`src/rtl/clk_div_prog.sv`:
```
`timescale 1ns/1ps
// -----------------------------------------------------------------------------
// clk_div_prog
// Programmable integer clock divider with a 50% duty cycle for every ratio N.
// An even N uses only the posedge phase term. An odd N ORs in a copy of that
// term delayed by half a Clk period. N=1 gates Clk itself.
// A new ratio is held as pending and takes effect only on a period boundary.
// When the divider is idle, a new ratio takes effect at once.
//
// Ports
//   Clk        : input clock (rising edge, except the negedge flops)
//   rst_n      : asynchronous active-low reset
//   en         : run request (level)
//   load       : one-cycle strobe, captures div_ratio
//   div_ratio  : requested divide ratio N (0 is rejected)
//   clk_div    : divided clock
//   clk_pose   : posedge-phase term, high while cout_pose < N/2
//   clk_nege   : clk_pose delayed half a cycle (odd N only)
//   cout_pose  : period counter 0..N-1
//   cout_nege  : cout_pose recaptured on the falling edge
//   ratio_cur  : ratio currently in force
//   tick       : high during the cycle with cout_pose == 0 while active
//   busy       : high when not IDLE
//   err        : one-cycle pulse after a rejected load
// -----------------------------------------------------------------------------
module clk_div_prog #(
    parameter int WIDTH     = 8,
    parameter int DEF_RATIO = 5
) (
    input  logic             Clk,
    input  logic             rst_n,
    input  logic             en,
    input  logic             load,
    input  logic [WIDTH-1:0] div_ratio,
    output logic             clk_div,
    output logic             clk_pose,
    output logic             clk_nege,
    output logic [WIDTH-1:0] cout_pose,
    output logic [WIDTH-1:0] cout_nege,
    output logic [WIDTH-1:0] ratio_cur,
    output logic             tick,
    output logic             busy,
    output logic             err
);

    typedef enum logic [1:0] {S_IDLE, S_RUN, S_DRAIN} state_t;

    state_t           r_state;
    logic [WIDTH-1:0] r_cout_pose;
    logic [WIDTH-1:0] r_cout_nege;
    logic [WIDTH-1:0] r_ratio_cur;
    logic [WIDTH-1:0] r_pend_ratio;
    logic             r_pend_vld;
    logic             r_clk_pose;
    logic             r_clk_nege;
    logic             r_byp_en;
    logic             r_tick;
    logic             r_busy;
    logic             r_err;

    state_t           w_state_nx;
    logic [WIDTH-1:0] w_cout_nx;
    logic [WIDTH-1:0] w_ratio_nx;
    logic             w_active;
    logic             w_wrap;
    logic             w_load_ok;
    logic             w_apply;
    logic             w_active_nx;

    assign w_active  = (r_state != S_IDLE);
    // The last count of a period: the next rising edge starts a new period.
    assign w_wrap    = w_active && (r_cout_pose == (r_ratio_cur - WIDTH'(1)));
    assign w_load_ok = load && (div_ratio != '0);
    // A new ratio may only take effect on a period boundary or while idle.
    assign w_apply   = w_wrap || !w_active;

    // NOTE: every signal driven here gets a default first, so no latch can be inferred.
    always_comb begin
        w_state_nx = r_state;
        unique case (r_state)
            S_IDLE:  if (en) w_state_nx = S_RUN;
            S_RUN:   if (!en) w_state_nx = S_DRAIN;
            S_DRAIN: begin
                if (en)          w_state_nx = S_RUN;
                else if (w_wrap) w_state_nx = S_IDLE;
            end
            default: w_state_nx = S_IDLE;
        endcase

        // A load on the boundary edge wins over an older pending value.
        w_ratio_nx = r_ratio_cur;
        if (w_apply) begin
            if (w_load_ok)       w_ratio_nx = div_ratio;
            else if (r_pend_vld) w_ratio_nx = r_pend_ratio;
        end

        w_active_nx = (w_state_nx != S_IDLE);
        if (!w_active_nx || !w_active || w_wrap) w_cout_nx = '0;
        else                                     w_cout_nx = r_cout_pose + WIDTH'(1);
    end

    // The phase term, tick and busy come from the next-state values.
    // This keeps them registered and aligned with the counter they describe.
    // NOTE: sequential state uses non-blocking assignments only, so every flop sees pre-edge values.
    always_ff @(posedge Clk or negedge rst_n) begin
        if (!rst_n) begin
            r_state      <= S_IDLE;
            r_cout_pose  <= '0;
            r_ratio_cur  <= WIDTH'(DEF_RATIO);
            r_pend_ratio <= '0;
            r_pend_vld   <= 1'b0;
            r_clk_pose   <= 1'b0;
            r_tick       <= 1'b0;
            r_busy       <= 1'b0;
            r_err        <= 1'b0;
        end else begin
            r_state     <= w_state_nx;
            r_cout_pose <= w_cout_nx;
            r_ratio_cur <= w_ratio_nx;
            r_clk_pose  <= w_active_nx && (w_cout_nx < (w_ratio_nx >> 1));
            r_tick      <= w_active_nx && (w_cout_nx == '0);
            r_busy      <= w_active_nx;
            r_err       <= load && (div_ratio == '0);

            if (w_apply) begin
                r_pend_vld <= 1'b0;
            end else if (w_load_ok) begin
                r_pend_vld   <= 1'b1;
                r_pend_ratio <= div_ratio;
            end
        end
    end

    // Falling-edge flops: the half-cycle extension for odd N, and the N=1 gate enable.
    // The enable changes only while Clk is low, so Clk & r_byp_en cannot produce a runt pulse.
    always_ff @(negedge Clk or negedge rst_n) begin
        if (!rst_n) begin
            r_clk_nege  <= 1'b0;
            r_cout_nege <= '0;
            r_byp_en    <= 1'b0;
        end else begin
            r_clk_nege  <= r_clk_pose & r_ratio_cur[0];
            r_cout_nege <= r_cout_pose;
            r_byp_en    <= w_active && (r_ratio_cur == WIDTH'(1));
        end
    end

    // r_clk_nege is always 0 for even N, so one OR serves both parities.
    // r_clk_pose stays 0 for N=1, leaving only the gated-clock term.
    assign clk_div   = r_clk_pose | r_clk_nege | (Clk & r_byp_en);
    assign clk_pose  = r_clk_pose;
    assign clk_nege  = r_clk_nege;
    assign cout_pose = r_cout_pose;
    assign cout_nege = r_cout_nege;
    assign ratio_cur = r_ratio_cur;
    assign tick      = r_tick;
    assign busy      = r_busy;
    assign err       = r_err;

endmodule

```
`config.mk`:
```
export PLATFORM = sky130hd
export DESIGN_NAME = clk_div_prog
export DESIGN_NICKNAME = d
export VERILOG_FILES = /design/src/rtl/clk_div_prog.sv
export SDC_FILE = /design/constraint.sdc
export NUM_CORES = 1
export LEC_CHECK = 0
export ABC_AREA = 1
export ABC_CLOCK_PERIOD_IN_PS = 5600
export BUFFER_PORTS_ARGS = -buffer_cell sky130_fd_sc_hd__buf_2
export CELL_PAD_IN_SITES_DETAIL_PLACEMENT = 1
export CELL_PAD_IN_SITES_GLOBAL_PLACEMENT = 1
export CORE_ASPECT_RATIO = 1.75
export CORE_UTILIZATION = 43
export CTS_CLUSTER_DIAMETER = 40
export DETAILED_ROUTE_END_ITERATION = 10
export PLACE_DENSITY = 0.83
export SLEW_MARGIN = 0
export SYNTH_ARGS = -nofsm -noshare
export SYNTH_HDL_FRONTEND = slang
export SYNTH_SLANG_ARGS = --single-unit
```
`constraint.sdc`:
```
create_clock -name Clk -period 5.6 [get_ports Clk]
set_input_delay 0.56 -clock Clk [delete_from_list [all_inputs] [get_ports Clk]]
set_output_delay 0.56 -clock Clk [all_outputs]
set_load 0.02 [all_outputs]
```
# After elaboration in Yosys (flattened, before gate mapping)

Index checks and enable logic that the tools add are counted.

Equality and inequality tests: 4
Bitwise operators: 5
Shift-type cells: 0
Multiplexer cells: 11
Div/mod/pow operators: 0
$add $sub $neg: 2
Reduce and logical (&&, ||, !) cells: 21
Multipliers: 0
Magnitude comparators: 1

Operators with widths:

| operator                                                               | number |
|---|---|
| 8-bit two-way mux                                                      | 4 |
| 8-bit logical NOT                                                      | 2 |
| 8-bit by 1-bit adder with 8-bit output (second input constant)         | 1 |
| 8-bit by 1-bit equality test with 1-bit output (second input constant) | 1 |
| 8-bit equality test                                                    | 1 |
| 8-bit by 7-bit < comparator with 1-bit output                          | 1 |
| 2-bit two-way mux                                                      | 4 |
| 2-bit nonzero test                                                     | 4 |
| 8-bit nonzero test                                                     | 1 |
| 8-bit by 1-bit subtractor with 8-bit output (second input constant)    | 1 |
| 1-bit logical AND                                                      | 6 |
| 2-bit one-hot mux with 3 select lines                                  | 1 |
| 2-bit AND reduction                                                    | 2 |
| 1-bit logical OR                                                       | 3 |
| 1-bit bitwise AND                                                      | 2 |
| 2-bit by 1-bit equality test with 1-bit output (second input constant) | 1 |
| 2-bit equality test (second input constant)                            | 1 |
| 1-bit logical NOT                                                      | 2 |
| 2-bit logical NOT                                                      | 1 |
| 1-bit two-way mux                                                      | 2 |
| 1-bit bitwise OR                                                       | 2 |
| 1-bit inverter                                                         | 1 |

Register bits after elaboration: 41
Output and inout bits: 30
Memories kept: 0
Latch bits: 0
Input port bits: 12
Bits in writable memories: 0
Word-level logic and storage cells: 57
Memory bits (read-only): 0

# Longest topological paths before layout

Gate-level depths: netlist of the first run.

Depth after elaboration: 13
Mapped depth: 19
Depth with buffers taken out: 19

==> out/results.ini, run 1 <==
[sta]
tightestPinTransition_ns=0.486
setup-tns-final_ns=0
fin_max_slew_vios=0
worst_rel_slew_slack=0.676
worst_hold_slack_ns=0.0690
worst_clock_skew_ns=0.0225
report.final.setup_viol=0
final-hold-violation-count=0
grt_setup_unrepaired=false
post-route-worst-setup-slack_ns=1.11

[synthesis]
synth-edff-count=0
yosys.cell_types.count=29
synthMostInstantiatedCell=sky130_fd_sc_hd__nand2_1
yosys_warnings=0
netlist_top_cells_count=72 x sky130_fd_sc_hd__nand2_1, 57 x sky130_fd_sc_hd__inv_1, 29 x sky130_fd_sc_hd__dfrtp_1
synth.net_count=308
asyncSetResetFlopFracSynth=1.00
post-synth-top-area-cell=sky130_fd_sc_hd__dfrtp_1
syn_area_per_cell_um2=7.82
ys_seq_area_frac=0.458
ys_ff_latch=41
postSynth.topFlopCell=sky130_fd_sc_hd__dfrtp_1
synthCells=287
post_synth_main_area_contributors=sky130_fd_sc_hd__dfrtp_1 32%, sky130_fd_sc_hd__nand2_1 12%, sky130_fd_sc_hd__dfrtn_1 11%
post-synth-top-area-fraction=0.323
post_synth_instance_area_um2=2240

[placement]
gp_congestion=0.821
portBuffers=41
detailedPlacementHpwl_um=4710
placement.setup.worst_slack_ns=1.55
placed_cell_area_um2=2500
dp.cells=379

[pwr]
max-vdd-ir-drop_mv=0.204
leakage_power_summed_over_all_cells_nw=1.55
power_density_nw_per_um2=386
fin_total_pwr_mw=1.03

[final_layout]
drive_gt1_frac=0.202
layout.cells.non_filler=390
num_antenna_cells=0
areaGrowthSynthToFinish_pct=18.3
post-route-cell-area_um2=2660
final-seq-area_um2=1030
final_nets=356
fin_util=0.533
fillerInstances=649
multi_input_area_um2=980

[routing]
drt_iter0_drc=58
wl_um=6210
post_drt_wl_per_cell_um=15.9
routed-via-count=2029
antenna_left=0
drt_pre_antenna_iters=4
route.detailed.drc=0
avgViaCountPerCell=5.20

[grt]
gr-usage-all-layers=0.258
first_global_vias=2266
number_of_antenna_violations_at_the_first_check_in_global_routing=0
globalRoute.totalOverflow=0
grt_first_pass_wirelength_um=10700
grt_max_degree=25

[clock_network]
clk_transition_reported_paths_ns=0.09
cts_hold_repair_buffers=0
tritoncts_clock_tree=yes
cts_repair_resize_count=0
clock_insertion_delay_worst_skew_ns=0.43
cts_post_setup_buffers_inserted=0

[floorplanning]
top_level_ports=42
die_area_um2=5520
die-width_um=56.6
die_extent_in_y_um=97.6
std_cell_rows=34
initial_utilization=0.451
core_area_um2=4980

[worst_setup_path]
crit_required_ns=5.04
critPathMaxStageDelay_ns=0.32
timing.critical_path.to_type=output port
path_cells=a211o_1 > buf_2
critical_path.startpoint_type=flip-flop
slowest_stage=sky130_fd_sc_hd__dfrtn_1
critical-path-top-delay-family=flip-flops
critical_path_peak_fanout=1
critical_path.n_buffers_inverters=1
cp_data_arrival_time_ns=3.93
path_class=reg -> out

[run]
timing.max_cap.violations=0

[run_status]
run_status=complete, no violations

[worst_hold_path]
worst_hold_path_type=in -> async

-- cell families (layout without fill, tap and decap cells) --
family | after synthesis | count (layout) | synth area share
XOR/XNOR | 6 | 6 | 0.0234
flip-flops | 41 | 41 | 0.458
AO/OA/AOI/OAI | 40 | 40 | 0.104
buffers and inverters | 61 | 110 | 0.105
adder cells (fa/ha/maj) | 9 | 9 | 0.0502
AND/OR/NAND/NOR | 130 | 130 | 0.259
-- final timing paths --
| path | start | endpoint | slack [ns] | cells past startpoint |
|---|---|---|---|---|
| max in group asynchronous | rst_n | cout_nege[6] | 2.16 | 2 |
| max reg2reg | r_state[1] | r_byp_en | 1.73 | 3 |
| min in group Clk | load | err | 0.39 | 3 |
| min | rst_n | tick | 0.07 | 1 |
| min reg2reg | r_pend_ratio[7] | r_pend_ratio[7] | 0.49 | 2 |
| max | r_byp_en | clk_div | 1.11 | 2 |
-- report_power, final --
part	leakage (nW)	total, mW	internal [mW]	switching (mW)
Sequential	0.519	0.401	0.345	0.0553
Clock	0.0847	0.301	0.181	0.120
Combinational	0.942	0.323	0.106	0.216
Total	1.55	1.03	0.633	0.392
-- worst reg2reg max path, stage by stage, from the launching register on --
cell,delay (ns)
sky130_fd_sc_hd__dfrtp_1,0.40
sky130_fd_sc_hd__or2_2,0.36
sky130_fd_sc_hd__nand3_1,0.10
sky130_fd_sc_hd__nor2_1,0.07
-- placed cells by master (no fill, tap or decap), types with 4 or more instances in the layout --
cell type / count
sky130_fd_sc_hd__nand4_1: 5
sky130_fd_sc_hd__nand3_1: 16
sky130_fd_sc_hd__dfrtp_1: 29
sky130_fd_sc_hd__nor2_1: 22
sky130_fd_sc_hd__buf_2: 41
sky130_fd_sc_hd__o211ai_1: 6
sky130_fd_sc_hd__dfrtn_1: 10
sky130_fd_sc_hd__inv_1: 57
sky130_fd_sc_hd__ha_1: 9
sky130_fd_sc_hd__clkbuf_8: 8
sky130_fd_sc_hd__nand2_2: 5
sky130_fd_sc_hd__xor2_1: 4
sky130_fd_sc_hd__a21oi_1: 6
sky130_fd_sc_hd__o21ai_0: 23
sky130_fd_sc_hd__nand2_1: 72
-- flip-flops by register name, summed over array words and instances (netlist names) --
name	cells
r_byp_en	1
r_pend_vld	1
cout_pose	8
r_state	2
r_pend_ratio	8
tick	1
busy	1
clk_pose	1
ratio_cur	8
err	1
cout_nege	8
clk_nege	1
-- final cells by class --
| cell class | instances | share of cell area |
|---|---|---|
| Sequential cell | 41 | 0.387 |
| Timing Repair Buffer | 41 | 0.0782 |
| Tap cell | 54 | 0.0254 |
| Multi-Input combinational cell | 185 | 0.369 |
| Clock buffer | 10 | 0.0448 |
| Clock inverter | 2 | 0.0146 |
| Inverter | 57 | 0.0806 |
-- routing by layer --
| metal | up-vias | routed length [um] | global-route usage |
|---|---|---|---|
| li1 | 983 | - | - |
| met1 | 984 | 2300 | 0.265 |
| met2 | 50 | 3530 | 0.478 |
| met3 | 12 | 230 | 0.0639 |
| met4 | 0 | 146 | 0.107 |
| met5 | - | 0 | 0 |
Power figures use the tool's default switching activity.
==> inputs of run 2 (changes only) <==
--- a/config.mk
+++ b/config.mk
@@ -6,15 +6,15 @@
 export NUM_CORES = 1
 export LEC_CHECK = 0
 export ABC_AREA = 1
-export ABC_CLOCK_PERIOD_IN_PS = 5600
+export ABC_CLOCK_PERIOD_IN_PS = 4600
 export BUFFER_PORTS_ARGS = -buffer_cell sky130_fd_sc_hd__buf_2
 export CELL_PAD_IN_SITES_DETAIL_PLACEMENT = 1
 export CELL_PAD_IN_SITES_GLOBAL_PLACEMENT = 1
 export CORE_ASPECT_RATIO = 1.75
-export CORE_UTILIZATION = 43
+export CORE_UTILIZATION = 40
 export CTS_CLUSTER_DIAMETER = 40
 export DETAILED_ROUTE_END_ITERATION = 10
-export PLACE_DENSITY = 0.83
+export PLACE_DENSITY = 0.78
 export SLEW_MARGIN = 0
 export SYNTH_ARGS = -nofsm -noshare
 export SYNTH_HDL_FRONTEND = slang
==> constraint.sdc (replaced) <==
create_clock -name Clk -period 4.6 [get_ports Clk]
set_input_delay 0.46 -clock Clk [delete_from_list [all_inputs] [get_ports Clk]]
set_output_delay 0.46 -clock Clk [all_outputs]
set_load 0.02 [all_outputs]
==> run 2 against run 1 <==
  * Total power grew 16%
  * Clock power grew 5%
  * Critical path type unchanged
  * Setup slack lost 0.41 ns
  * Final cell count grew 5.1%
  * Via count shrank 0.99%
  * Highest routed layer unchanged
  * Flip-flop and latch count is the same
==> out/results.ini, run 2 (synthesized netlist as in run 1, its figures left out) <==
[floorplanning]
die_extent_in_y_um=101  ; +3.6%
die_area_um2=5930  ; +7.3%
core_area_um2=5340  ; +7.3%
top_level_ports=42  ; unchanged
initial_utilization=0.420  ; -0.0308
die-width_um=58.6  ; +3.6%
std_cell_rows=35  ; +2.9%

[grt]
grt_max_degree=28  ; +12%
grt_most_used_layer=met2
global_routing_usage_on_met3=0.0591  ; -0.00486
gr-usage-all-layers=0.230  ; -0.0279
grt_first_pass_wirelength_um=9860  ; -7.8%
first_global_vias=2069  ; -8.7%
number_of_antenna_violations_at_the_first_check_in_global_routing=0  ; unchanged
grtUsageMet2=0.420  ; -0.0578
globalRoute.totalOverflow=0  ; unchanged
global_route.usage.met1=0.238  ; -0.0277

[routing]
wl_um=5900  ; -5.0%
drt_pre_antenna_iters=4  ; unchanged
routed-via-count=2009  ; -0.99%
drt_iter0_drc=49  ; -16%
avgViaCountPerCell=4.90  ; -5.8%
post_drt_wl_per_cell_um=14.4  ; -9.6%
route.detailed.drc=0  ; unchanged
antenna_left=0  ; unchanged

[final_layout]
fin_util=0.498  ; -0.0358
num_antenna_cells=0  ; unchanged
final_nets=356  ; unchanged
post-route-cell-area_um2=2660  ; +0.14%
layout.cells.non_filler=410  ; +5.1%
layout.cells.most_common=sky130_fd_sc_hd__nand2_1
mostFrequentLayoutCells=72 x sky130_fd_sc_hd__nand2_1, 57 x sky130_fd_sc_hd__inv_1, 41 x sky130_fd_sc_hd__buf_2
areaGrowthSynthToFinish_pct=18.5
drive_gt1_frac=0.199  ; -0.00298

[pwr]
max-vdd-ir-drop_mv=0.233  ; +14%
fin_total_pwr_mw=1.19  ; +16%
leakage_power_summed_over_all_cells_nw=1.54  ; -0.64%
power_density_nw_per_um2=446  ; +15%

[run_status]
run_status=complete, no violations

[clock_network]
cts_post_setup_buffers_inserted=0  ; unchanged
tritoncts_clock_tree=yes
clk_transition_reported_paths_ns=0.08  ; about the same
cts_hold_repair_buffers=0  ; unchanged
cts_repair_resize_count=0  ; unchanged
clock_insertion_delay_worst_skew_ns=0.41  ; -0.02 ns

[placement]
dp.cells=399  ; +5.3%
detailedPlacementHpwl_um=4560  ; -3.1%
placed_cell_area_um2=2530  ; +1.0%
gp_congestion=0.877  ; +6.8%
portBuffers=41  ; unchanged

[sta]
worst_rel_slew_slack=0.576  ; -0.0994
tightestPinTransition_ns=0.635  ; +0.150 ns
grt_setup_unrepaired=false
setup-tns-final_ns=0  ; unchanged
worst_clock_skew_ns=0.0207  ; -0.00178 ns
report.final.setup_viol=0  ; unchanged
final-hold-violation-count=0  ; unchanged
fin_max_slew_vios=0  ; unchanged

[worst_setup_path]
path_class=reg -> out
cp_data_arrival_time_ns=3.44  ; -0.49 ns
critical_path.startpoint_type=flip-flop
critical_path_peak_fanout=1  ; unchanged
timing.critical_path.to_type=output port
crit_required_ns=4.14  ; -0.90 ns

[worst_hold_path]
worst_hold_path_type=in -> async

[run]
timing.max_cap.violations=0  ; unchanged

## run 2: changes by cell type in the layout (fill, tap and decap cells not counted), sizes merged
cell / before / now
clkinv: 1 / 0
clkbuf: 9 / 11
bufinv: 1 / 0
## run 2: layout make-up
type                            count  area, um^2
Fill cell                         727        2680
Tap cell                           74        92.6
Timing Repair Buffer               41         208
Clock buffer                       12         136
Multi-Input combinational cell    185         980
Inverter                           57         214
Sequential cell                    41        1030
## run 2: per-layer routing
layer  up-vias  share of wire
met5         -              0
met1       964           0.38
li1        990              -
met3        14          0.030
met2        41           0.56
met4         0          0.031
## run 2: path summary, 6_finish.rpt
kind | slack (ns) | endpoint | cells past startpoint | start
hold reg to reg | 0.49 | r_pend_ratio[4] | 2 | r_pend_ratio[4]
min in group Clk | 0.31 | err | 3 | load
max in group asynchronous | 1.91 | r_byp_en | 1 | rst_n
setup reg to reg | 1.28 | r_byp_en | 3 | r_state[1]
setup / recovery | 0.70 | clk_div | 2 | r_byp_en
hold / removal | 0.07 | tick | 1 | rst_n
## run 2: power breakdown
| part | internal [mW] | switching, mW |
|---|---|---|
| Combinational | 0.128 | 0.256 |
| Sequential | 0.421 | 0.0646 |
| Clock | 0.180 | 0.135 |
## run 2: through the flow
step,setup WS (ns),hold WS (ns)
6_report,0.700,0.0709
3_5_place_dp,1.14,0.474
3_3_place_gp,1.15,0.467
5_1_grt,0.679,0.110
2_1_floorplan,1.11,0.164
4_1_cts,0.691,0.0881
## run 2: worst max-delay path: stages, from the launching register on
cell	delay, ns
sky130_fd_sc_hd__dfrtn_1	0.33
sky130_fd_sc_hd__a211o_1	0.24
sky130_fd_sc_hd__buf_2	0.16
==> inputs of run 3 (changes only) <==
==> config.mk (replaced) <==
export PLATFORM = sky130hd
export DESIGN_NAME = clk_div_prog
export DESIGN_NICKNAME = d
export VERILOG_FILES = /design/src/rtl/clk_div_prog.sv
export SDC_FILE = /design/constraint.sdc
export NUM_CORES = 1
export LEC_CHECK = 0
export ABC_AREA = 0
export ABC_CLOCK_PERIOD_IN_PS = 3560
export BUFFER_PORTS_ARGS = -buffer_cell sky130_fd_sc_hd__buf_2
export CELL_PAD_IN_SITES_DETAIL_PLACEMENT = 1
export CELL_PAD_IN_SITES_GLOBAL_PLACEMENT = 1
export CORE_ASPECT_RATIO = 1.75
export CORE_UTILIZATION = 39
export CTS_CLUSTER_DIAMETER = 40
export DETAILED_ROUTE_END_ITERATION = 10
export PLACE_DENSITY = 0.74
export SLEW_MARGIN = 0
export SYNTH_ARGS = -nofsm -noshare
export SYNTH_HDL_FRONTEND = slang
export SYNTH_SLANG_ARGS = --single-unit
==> constraint.sdc (replaced) <==
create_clock -name Clk -period 3.56 [get_ports Clk]
set_input_delay 0.356 -clock Clk [delete_from_list [all_inputs] [get_ports Clk]]
set_output_delay 0.356 -clock Clk [all_outputs]
set_load 0.02 [all_outputs]
==> run 3 against run 2 <==
  * Wire length is 12% higher
  * Sequential share of layout area decreased by 2.8 points
  * First-iteration DRC count rose by 49%
  * Highest routed layer unchanged
  * Design area up 7.9%
  * Largest power group is now combinational logic
  * Largest cell class is now multi-input gates
  * Register-to-register slack got worse by 1.1 ns
  * Critical path type is now reg -> reg
==> out/results.ini, run 3 <==
[grt]
grt_max_degree=22  ; -21%
first_global_vias=2184  ; +5.6%
number_of_antenna_violations_at_the_first_check_in_global_routing=0  ; unchanged
grt_first_pass_wirelength_um=10600  ; +7.1%
gr-usage-all-layers=0.229  ; -0.00113
globalRoute.totalOverflow=0  ; unchanged

[sta]
maximum_clock_frequency_mhz=300
setup-tns-final_ns=0  ; unchanged
fin_max_slew_vios=0  ; unchanged
worst_hold_slack_ns=0.218  ; +0.147 ns
tightestPinTransition_ns=0.503  ; -0.133 ns
final-hold-violation-count=0  ; unchanged
report.final.setup_viol=0  ; unchanged
layout_worst_path_cycle_share=0.936
worst_clock_skew_ns=0.0255  ; +0.00481 ns
grt_setup_unrepaired=false
worst_rel_slew_slack=0.656  ; +0.0797
period_minus_slack_ns=3.33
post-route-worst-setup-slack_ns=0.229  ; -0.471 ns

[final_layout]
areaGrowthSynthToFinish_pct=20.6
drive_gt1_frac=0.329  ; +0.129
num_antenna_cells=0  ; unchanged
layout.cells.most_common=sky130_fd_sc_hd__buf_2
mostFrequentLayoutCells=41 x sky130_fd_sc_hd__buf_2, 29 x sky130_fd_sc_hd__dfrtp_1, 23 x sky130_fd_sc_hd__nor2_1
fin_util=0.488  ; -0.00989
layout.cells.non_filler=355  ; -13%
final_nets=297  ; -17%
post-route-cell-area_um2=2870  ; +7.9%

[worst_setup_path]
r2r-start=ratio_cur[0]
cp_data_arrival_time_ns=3.64  ; +0.20 ns
path_class=reg -> reg
critical_path.startpoint=ratio_cur[0]
crit_required_ns=3.87  ; -0.27 ns
critical_path.startpoint_type=flip-flop
critical_path_peak_fanout=10  ; +9
timing.critical_path.to_type=flip-flop

[floorplanning]
core_area_um2=5880  ; +10%
initial_utilization=0.405  ; -0.0156
die_area_um2=6430  ; +8.5%
std_cell_rows=37  ; +5.7%
top_level_ports=42  ; unchanged
die-width_um=61.0  ; +4.1%
die_extent_in_y_um=105  ; +4.2%

[placement]
placement.setup.worst_slack_ns=0.0485  ; -1.09 ns
portBuffers=41  ; unchanged
dp.cells=342  ; -14%
gp_congestion=0.863  ; -1.6%
placed_cell_area_um2=2720  ; +7.6%
detailedPlacementHpwl_um=5110  ; +12%

[synthesis]
yosys_warnings=0  ; unchanged
postSynth.topFlopCell=sky130_fd_sc_hd__dfrtp_1
synth_top_family_by_area=compound AO/OA/AOI/OAI gates
post_synth_main_area_contributors=sky130_fd_sc_hd__dfrtp_1 31%, sky130_fd_sc_hd__dfrtn_1 11%, sky130_fd_sc_hd__mux2_4 5.0%
yosys.cell_types.count=56  ; +93%
netlist_top_cells_count=29 x sky130_fd_sc_hd__dfrtp_1, 24 x sky130_fd_sc_hd__nor2_1, 13 x sky130_fd_sc_hd__a21oi_1
yosys.area_share.xor_xnor=0.0552  ; +0.0318
synth.net_count=240  ; -22%
synth_simple_gate_area_share=0.175  ; -0.0846
asyncSetResetFlopFracSynth=1.00  ; unchanged
yosys.area_share.adder=0.0473  ; -0.00282
synth-edff-count=0  ; unchanged
syn_area_per_cell_um2=10.9  ; +39%
post_synth_instance_area_um2=2380  ; +6.0%
ys_seq_area_frac=0.432  ; -0.0258
synth_compound_area_frac=0.207  ; +0.104
post-synth-top-area-cell=sky130_fd_sc_hd__dfrtp_1
post-synth-top-area-fraction=0.305  ; -0.0182
ys_ff_latch=41  ; unchanged
synthMuxAreaShare=0.0505  ; +0.0505
synthCells=219  ; -24%
synthMostInstantiatedCell=sky130_fd_sc_hd__dfrtp_1

[clock_network]
tritoncts_clock_tree=yes
clock_insertion_delay_worst_skew_ns=0.42  ; about the same
clk_transition_reported_paths_ns=0.08  ; about the same

[routing]
antenna_left=0  ; unchanged
post_drt_wl_per_cell_um=18.5  ; +29%
drt_pre_antenna_iters=4  ; unchanged
routed-via-count=2005  ; -0.20%
avgViaCountPerCell=5.65  ; +15%
wl_um=6580  ; +12%
drt_iter0_drc=73  ; +49%
route.detailed.drc=0  ; unchanged

[pwr]
power_density_nw_per_um2=635  ; +43%
fin_total_pwr_mw=1.82  ; +54%
leakage_power_summed_over_all_cells_nw=1.42  ; -7.6%
max-vdd-ir-drop_mv=0.246  ; +5.6%

[run]
timing.max_cap.violations=0  ; unchanged

[run_status]
run_status=complete, no violations

[worst_hold_path]
worst_hold_path_type=in -> reg
holdCritStartpoint=div_ratio[5]

-- run 3: cell types whose count changed after synthesis, moves of 8 or more --
cell and delta:
sky130_fd_sc_hd__mux2_4 +8, sky130_fd_sc_hd__and3_1 +8, sky130_fd_sc_hd__o21ai_0 -16, sky130_fd_sc_hd__inv_1 -52, sky130_fd_sc_hd__a21o_1 +9, sky130_fd_sc_hd__nand3_1 -10
sky130_fd_sc_hd__nand2_1 -70
-- run 3: routing by layer --
metal	up-vias	wire (um)	GRT usage
met3	21	198	0.0479
met4	0	287	0.130
met2	57	3730	0.404
met5	-	0	0
li1	925	-	-
met1	1002	2360	0.235
-- run 3: logic make-up (layout without fill, tap and decap cells) --
group,count (synthesis),count (layout)
flip-flops,41,41
AO/OA/AOI/OAI,62,62
adder cells (fa/ha/maj),9,9
XOR/XNOR,15,15
buffers and inverters,14,72
multiplexers,8,8
AND/OR/NAND/NOR,70,70
-- run 3: worst max-delay path, stage by stage, from the launching register on --
cell	delay (ns)
sky130_fd_sc_hd__dfstp_2	0.53
sky130_fd_sc_hd__inv_1	0.04
sky130_fd_sc_hd__ha_1	0.20
sky130_fd_sc_hd__or3_4	0.41
sky130_fd_sc_hd__a31oi_4	0.25
sky130_fd_sc_hd__a31oi_4	0.12
sky130_fd_sc_hd__or2_4	0.31
sky130_fd_sc_hd__a21oi_1	0.18
sky130_fd_sc_hd__ha_1	0.27
sky130_fd_sc_hd__a21o_1	0.18
sky130_fd_sc_hd__a21oi_1	0.17
sky130_fd_sc_hd__a21o_1	0.19
sky130_fd_sc_hd__a21o_1	0.11
sky130_fd_sc_hd__o31ai_2	0.06
sky130_fd_sc_hd__nor4_2	0.20
-- run 3: power breakdown --
group | total [mW] | switching [mW] | internal (mW)
clock network | 0.405 | 0.188 | 0.217
registers | 0.644 | 0.0943 | 0.550
logic | 0.773 | 0.451 | 0.322
total | 1.82 | 0.733 | 1.09
-- run 3: timing repair --
item / 4_1_cts / 5_1_grt
hold buffers: 1 / 0
buffers inserted: 0 / 1
resized for setup: 0 / 3
endpoints found under the setup margin: 0 / 1
endpoints found under the hold margin: 10 / 0
-- run 3: cell type report --
cell class / count / area (um^2)
timing repair buffer: 55 / 315
clock buffer: 12 / 126
tap: 78 / 97.6
sequential: 41 / 1030
inverter: 5 / 18.8
fill: 697 / 3010
multi-input combinational: 164 / 1280
-- run 3: worst paths after layout --
| path | end | slack (ns) | cells past startpoint |
|---|---|---|---|
| worst max-delay path | clk_pose | 0.23 | 14 |
| worst min-delay path | r_pend_ratio[5] | 0.22 | 2 |
| worst max register to register | clk_pose | 0.23 | 14 |
| worst min register to register | r_pend_ratio[6] | 0.52 | 1 |
| max in group asynchronous | cout_nege[7] | 1.11 | 2 |
| min in group asynchronous | cout_pose[1] | 0.44 | 2 |
